File: src/rtl/shift_seq_ctrl_if.sv
// -----------------------------------------------------------------------------
// shift_seq_ctrl_if
// Handshake and control bundle between a requester and the shift_seq_ctrl
// sequencer.
//   START  : transaction request (requester -> sequencer)
//   LEN    : number of shifts requested, LW bits
//   FILL   : serial fill bit for the transaction
//   ABORT  : synchronous cancel of the current transaction
//   LD     : load select to the shift register
//   SH     : shift select to the shift register
//   SER    : serial input to the shift register (latched FILL)
//   BUSY   : sequencer is not idle
//   DONE   : one-cycle completion pulse
//   REMAIN : shifts remaining, including the current SH cycle
// -----------------------------------------------------------------------------
interface shift_seq_ctrl_if #(
    parameter int N  = 8,
    parameter int LW = $clog2(N + 1)
);
    logic          START;
    logic [LW-1:0] LEN;
    logic          FILL;
    logic          ABORT;
    logic          LD;
    logic          SH;
    logic          SER;
    logic          BUSY;
    logic          DONE;
    logic [LW-1:0] REMAIN;

    // Requester side: drives the request, observes the sequencer outputs.
    modport master (
        output START, LEN, FILL, ABORT,
        input  LD, SH, SER, BUSY, DONE, REMAIN
    );

    // Sequencer side: observes the request, drives the shift-register controls.
    modport slave (
        input  START, LEN, FILL, ABORT,
        output LD, SH, SER, BUSY, DONE, REMAIN
    );
endinterface

File: src/rtl/shift_seq_ctrl.sv
// -----------------------------------------------------------------------------
// shift_seq_ctrl
// Moore sequencer that drives a load/shift pair for an N-bit shift register.
// A transaction is: one LOAD cycle, REMAIN shift cycles, one FIN cycle with a
// DONE pulse, then back to IDLE. ABORT cancels at the next edge without DONE.
// Ports:
//   CLK  : system clock, rising edge
//   RSTn : asynchronous active-low reset
//   bus  : shift_seq_ctrl_if.slave (START/LEN/FILL/ABORT in,
//          LD/SH/SER/BUSY/DONE/REMAIN out)
// -----------------------------------------------------------------------------
module shift_seq_ctrl #(
    parameter int N  = 8,
    parameter int LW = $clog2(N + 1)
) (
    input  logic             CLK,
    input  logic             RSTn,
    shift_seq_ctrl_if.slave  bus
);

    typedef enum logic [1:0] {
        S_IDLE  = 2'd0,
        S_LOAD  = 2'd1,
        S_SHIFT = 2'd2,
        S_FIN   = 2'd3
    } state_t;

    localparam logic [LW-1:0] N_LW    = LW'(N);
    localparam logic [LW-1:0] ZERO_LW = {LW{1'b0}};
    localparam logic [LW-1:0] ONE_LW  = LW'(1);

    state_t        state_r;
    state_t        state_nxt_s;
    logic [LW-1:0] remain_r;
    logic [LW-1:0] remain_nxt_s;
    logic          fill_r;
    logic          fill_nxt_s;
    logic [LW-1:0] len_clamp_s;
    logic          start_ok_s;

    // ABORT wins over START in IDLE, so a simultaneous request is dropped.
    assign start_ok_s  = bus.START & ~bus.ABORT;
    assign len_clamp_s = (bus.LEN > N_LW) ? N_LW : bus.LEN;

    // State register.
    always_ff @(posedge CLK or negedge RSTn) begin
        if (!RSTn) begin
            state_r <= S_IDLE;
        end else begin
            state_r <= state_nxt_s;
        end
    end

    // Next-state decode.
    always_comb begin
        state_nxt_s = S_IDLE;
        case (state_r)
            S_IDLE: begin
                if (start_ok_s) begin
                    state_nxt_s = S_LOAD;
                end else begin
                    state_nxt_s = S_IDLE;
                end
            end
            S_LOAD: begin
                if (bus.ABORT) begin
                    state_nxt_s = S_IDLE;
                end else if (remain_r != ZERO_LW) begin
                    state_nxt_s = S_SHIFT;
                end else begin
                    state_nxt_s = S_FIN;
                end
            end
            S_SHIFT: begin
                // <= 1 rather than == 1 so a corrupted zero count cannot stall here.
                if (bus.ABORT) begin
                    state_nxt_s = S_IDLE;
                end else if (remain_r <= ONE_LW) begin
                    state_nxt_s = S_FIN;
                end else begin
                    state_nxt_s = S_SHIFT;
                end
            end
            S_FIN: begin
                state_nxt_s = S_IDLE;
            end
            default: begin
                state_nxt_s = S_IDLE;
            end
        endcase
    end

    // Next value of the shift counter and the latched fill bit.
    always_comb begin
        remain_nxt_s = remain_r;
        fill_nxt_s   = fill_r;
        case (state_r)
            S_IDLE: begin
                if (start_ok_s) begin
                    remain_nxt_s = len_clamp_s;
                    fill_nxt_s   = bus.FILL;
                end else begin
                    remain_nxt_s = remain_r;
                    fill_nxt_s   = fill_r;
                end
            end
            S_LOAD: begin
                if (bus.ABORT) begin
                    remain_nxt_s = ZERO_LW;
                end else begin
                    remain_nxt_s = remain_r;
                end
            end
            S_SHIFT: begin
                if (bus.ABORT || (remain_r == ZERO_LW)) begin
                    remain_nxt_s = ZERO_LW;
                end else begin
                    remain_nxt_s = remain_r - ONE_LW;
                end
            end
            S_FIN: begin
                remain_nxt_s = ZERO_LW;
            end
            default: begin
                remain_nxt_s = ZERO_LW;
                fill_nxt_s   = 1'b0;
            end
        endcase
    end

    // Datapath registers: shift counter and latched fill bit.
    always_ff @(posedge CLK or negedge RSTn) begin
        if (!RSTn) begin
            remain_r <= ZERO_LW;
            fill_r   <= 1'b0;
        end else begin
            remain_r <= remain_nxt_s;
            fill_r   <= fill_nxt_s;
        end
    end

    // Moore output decode from the registered state only.
    always_comb begin
        bus.LD     = 1'b0;
        bus.SH     = 1'b0;
        bus.BUSY   = 1'b0;
        bus.DONE   = 1'b0;
        bus.SER    = 1'b0;
        bus.REMAIN = remain_r;
        case (state_r)
            S_IDLE: begin
                bus.BUSY = 1'b0;
            end
            S_LOAD: begin
                bus.LD   = 1'b1;
                bus.BUSY = 1'b1;
                bus.SER  = fill_r;
            end
            S_SHIFT: begin
                bus.SH   = 1'b1;
                bus.BUSY = 1'b1;
                bus.SER  = fill_r;
            end
            S_FIN: begin
                bus.DONE = 1'b1;
                bus.BUSY = 1'b1;
                bus.SER  = fill_r;
            end
            default: begin
                bus.BUSY = 1'b0;
            end
        endcase
    end

endmodule
File: src/flat_wrapper.sv
// flat-port wrapper written by rule: the top's interface ports become plain ports
module shift_seq_ctrl_flat 
#(
    parameter int N  = 8,
    parameter int LW = $clog2(N + 1)
)
  (CLK, RSTn, bus_START, bus_LEN, bus_FILL, bus_ABORT, bus_LD, bus_SH, bus_SER, bus_BUSY, bus_DONE, bus_REMAIN);
  shift_seq_ctrl_if #(.N(N), .LW(LW)) bus_i ();
  input  logic CLK;
  input  logic RSTn;
  input wire logic [$bits(bus_i.START)-1:0] bus_START;
  input wire logic [$bits(bus_i.LEN)-1:0] bus_LEN;
  input wire logic [$bits(bus_i.FILL)-1:0] bus_FILL;
  input wire logic [$bits(bus_i.ABORT)-1:0] bus_ABORT;
  output wire logic [$bits(bus_i.LD)-1:0] bus_LD;
  output wire logic [$bits(bus_i.SH)-1:0] bus_SH;
  output wire logic [$bits(bus_i.SER)-1:0] bus_SER;
  output wire logic [$bits(bus_i.BUSY)-1:0] bus_BUSY;
  output wire logic [$bits(bus_i.DONE)-1:0] bus_DONE;
  output wire logic [$bits(bus_i.REMAIN)-1:0] bus_REMAIN;
  assign bus_i.START = bus_START;
  assign bus_i.LEN = bus_LEN;
  assign bus_i.FILL = bus_FILL;
  assign bus_i.ABORT = bus_ABORT;
  assign bus_LD = bus_i.LD;
  assign bus_SH = bus_i.SH;
  assign bus_SER = bus_i.SER;
  assign bus_BUSY = bus_i.BUSY;
  assign bus_DONE = bus_i.DONE;
  assign bus_REMAIN = bus_i.REMAIN;
  shift_seq_ctrl #(.N(N), .LW(LW)) u_core (.CLK(CLK), .RSTn(RSTn), .bus(bus_i));
endmodule
File: config.mk
export PLATFORM = sky130hd
export DESIGN_NAME = shift_seq_ctrl_flat
export DESIGN_NICKNAME = d
export VERILOG_FILES = /design/src/rtl/shift_seq_ctrl_if.sv /design/src/rtl/shift_seq_ctrl.sv /design/src/flat_wrapper.sv
export SDC_FILE = /design/constraint.sdc
export NUM_CORES = 1
export LEC_CHECK = 0
export ABC_AREA = 1
export CORE_AREA = 2 2 39 41
export DETAILED_ROUTE_END_ITERATION = 7
export DIE_AREA = 0 0 41 43
export PLACE_DENSITY = 0.66
export RECOVER_POWER = 25
export SLEW_MARGIN = 20
export SYNTH_ARGS = -nofsm -noshare
export SYNTH_HDL_FRONTEND = slang
export SYNTH_SLANG_ARGS = --single-unit
File: constraint.sdc
create_clock -name CLK -period 3.07 [get_ports CLK]
set_input_delay 0.614 -clock CLK [delete_from_list [all_inputs] [get_ports CLK]]
set_output_delay 0.614 -clock CLK [all_outputs]
set_load 0.01 [all_outputs]
==> results of run 1 <==
==> path summary, 6_finish.rpt <==
| path | endpoint | slack [ns] | cells past startpoint | from |
|---|---|---|---|---|
| max | bus_BUSY | 0.97 | 3 | u_core.state_r[1] |
| min | u_core.fill_r | 0.51 | 2 | u_core.fill_r |
| max reg2reg | u_core.bus.REMAIN[1] | 1.71 | 9 | u_core.bus.REMAIN[0] |
| min reg2reg | u_core.fill_r | 0.51 | 2 | u_core.fill_r |
| max in group asynchronous | u_core.state_r[1] | 2.11 | 1 | RSTn |
| min in group asynchronous | u_core.bus.REMAIN[2] | 0.71 | 1 | RSTn |
==> layout by cell type (no fill, tap or decap), types with 3 or more instances in the layout <==
cell type	count
inv_2	3
a21oi_2	3
inv_1	10
nand2_1	18
nand3_1	6
nor2_1	11
dfrtp_1	7
nor2_2	6
clkdlybuf4s50_1	16
clkbuf_4	3
==> layer usage <==
metal,track usage,vias to the layer above,share of wire
met5,0,-,0
met4,0.120,0,0.039
met3,0.0314,4,0.050
met2,0.172,15,0.40
met1,0.202,204,0.51
li1,-,259,-
==> sequential cells by signal (all words and copies together), names as in the netlist <==
register and flops:
u_core.bus.REMAIN 4, u_core.fill_r 1, u_core.state_r 2
==> critical path, delay by kind of cell, from the launching register on <==
kind	cells	cell delay [ns]
buffers and inverters	2	0.55
flip-flops	1	0.43
AND/OR/NAND/NOR	1	0.27
==> stage by stage <==
step	total power, mW	setup WS [ns]	instance area (um^2)	instances	hold WS (ns)
global placement	0.441	1.23	677	104	0.504
detailed placement	0.443	1.24	677	104	0.509
global route	0.577	0.875	703	108	0.551
finish	0.524	0.966	703	108	0.513
CTS	0.530	0.952	703	108	0.517
floorplan	0.331	1.74	487	71	0.318
==> logic make-up after synthesis <==
logic type               after synthesis  share of synthesized area
AO/OA/AOI/OAI                          6                     0.0951
XOR/XNOR                               1                     0.0180
adder cells (fa/ha/maj)                2                     0.0514
buffers and inverters                 13                      0.100
flip-flops                             7                      0.360
AND/OR/NAND/NOR                       42                      0.375
==> power groups by stage <==
stage | sequential (mW) | combinational [mW] | clock [mW]
after floorplan | 0.173 | 0.158 | 0
after global placement | 0.168 | 0.273 | 0
after detailed placement | 0.168 | 0.275 | 0
after CTS | 0.167 | 0.276 | 0.0868
after global routing | 0.173 | 0.308 | 0.0960
final | 0.166 | 0.273 | 0.0839
==> layout make-up <==
class / count / area share
multi-input combinational: 51 / 0.374
clock buffer: 4 / 0.0374
sequential: 7 / 0.249
inverter: 13 / 0.0694
timing repair buffer: 17 / 0.242
tap: 16 / 0.0285
==> out/qor.csv, run 1 <==
stage,metric,value,unit
yosys,synth_nets,82,
setup_path,crit_chain,"nor2_2, inv_2, clkdlybuf4s50_1",
yosys,synth.area.top_cells,"dfrtp_1 (36%), nand2_1 (14%), nor2_1 (8.5%), inv_1 (7.7%), nor2_2 (7.7%)",
yosys,yosysWarningCount,0,
yosys,synth_common_cells,"nand2_1 (18), nor2_1 (11), inv_1 (10)",
clocking,clock-sinks,7,
cells_and_area,multi_input_area,263,um^2
clocking,hold_buffers,0,
yosys,seq_area_frac_synth,0.360,
setup_path,critPathRequiredTime,2.46,ns
clocking,cts_tree,built,
power,p_leak,0.352,nW
sta,tns,0,ns
clocking,numCtsBuffers,3,
placed_design,dp_hpwl,780,um
power,switching_share,0.411,
setup_path,max_stage_delay,0.48,ns
clocking,h-tree-depth,1,
setup_path,crit_path_end_kind,output port,
sta,min_period,2.10,ns
floorplan,coreArea,1380,um^2
clocking,worstSkewPairLatency,0.25,ns
setup_path,cp-start-kind,flip-flop,
drt,drt_first_pass_iters,4,
cells_and_area,final_util,0.508,
power,p_clk_frac,0.160,
setup_path,crit_fanout,6,
global_route,grt_pass1_wl,1.63,mm
yosys,synth.most_common_cell,nand2_1,
sta,skew,0.000658,ns
yosys,synth_seq_cells,7,
worst_hold_path,hold_class,reg -> reg,
floorplan,initial_utilization,0.352,
cells_and_area,layout.area.seq,175,um^2
clocking,post_cts_buffers,0,
yosys,yosys.area.top_type_share,0.360,
sta,finalSetupViolCount,0,
yosys,synth_largest_area_cell,dfrtp_1,
yosys,async_reset_ff_frac,1.00,
setup_path,critPathSlowestCell,clkdlybuf4s50_1,
setup_path,cp.arrival,1.49,ns
drt,via_per_inst,4.46,
sta,max_freq,475,MHz
yosys,synthesis.instances,71,
cells_and_area,fin_nets,104,
sta,fin_crit_sh,0.685,
power,p_per_area,745,nW/um^2
job,maxCapViolCount,0,
status,status,completed,
drt,vias,482,
floorplan,die_area,1760,um^2
sta,hold_viol,0,
clocking,clk_pin_slew,0.05,ns
drt,drc,0,
yosys,synth_edf_count,0,
drt,routed_wl,965,um
global_route,grt_max_degree,8,
drt,drt_first_iter_violations,7,
global_route,antenna_found_initial,0,
floorplan,die_x,41,um
power,p_seq_frac,0.318,
clocking,cts_buffer_depth,2,
cells_and_area,n_fill_cell,154,
global_route,grt_pass1_vias,391,
power,ir_worst_vdd,0.349,mV
drt,wl_per_cell,8.94,um
floorplan,boundaryPins,18,
drt,antenna_left,0,
cells_and_area,drive_gt1_frac,0.174,
cells_and_area,synthToLayoutAreaGrowth,44.5,%
global_route,grt_usage,0.142,
clocking,cts_resized,0,
yosys,synth_cell_type_count,13,
setup_path,crit_type,reg -> out,
power,p_int,309,uW
yosys,synth-main-ff-cell,dfrtp_1,
yosys,avgSynthCellArea,6.86,um^2
power,p_sw,215,uW
floorplan,rows,14,
sta,slew_viol_final,0,
sta,rsz0062_at_grt,no,
sta,worstMarginPinSlew,0.356,ns
global_route,overflow,0,
yosys,syn-cell-area,487,um^2
cells_and_area,diodes,0,
placed_design,gp_congestion,0.797,
clocking,cts_root_buf,clkbuf_4,
power,power_frac_comb,0.522,
floorplan,die_height,43,um
placed_design,io_buffers,17,
sta,relSlewSlack,0.762,
(Power assumes the default switching activity.)
==> inputs of run 2 (changes only) <==
==> constraint.sdc (replaced) <==
create_clock -name CLK -period 2.2 [get_ports CLK]
set_input_delay 0.44 -clock CLK [delete_from_list [all_inputs] [get_ports CLK]]
set_output_delay 0.44 -clock CLK [all_outputs]
set_load 0.01 [all_outputs]
==> results of run 2 <==
The final DEF is identical to that of run 1. Status: completed.
Main changes from that run: setup slack after placement 1.24 ns -> 0.540 ns; setup slack after layout 0.966 ns -> 0.270 ns; register-to-register setup slack 1.71 ns -> 0.84 ns; total power 0.524 mW -> 0.731 mW; worst IR drop on VDD 0.349 mV -> 0.487 mV
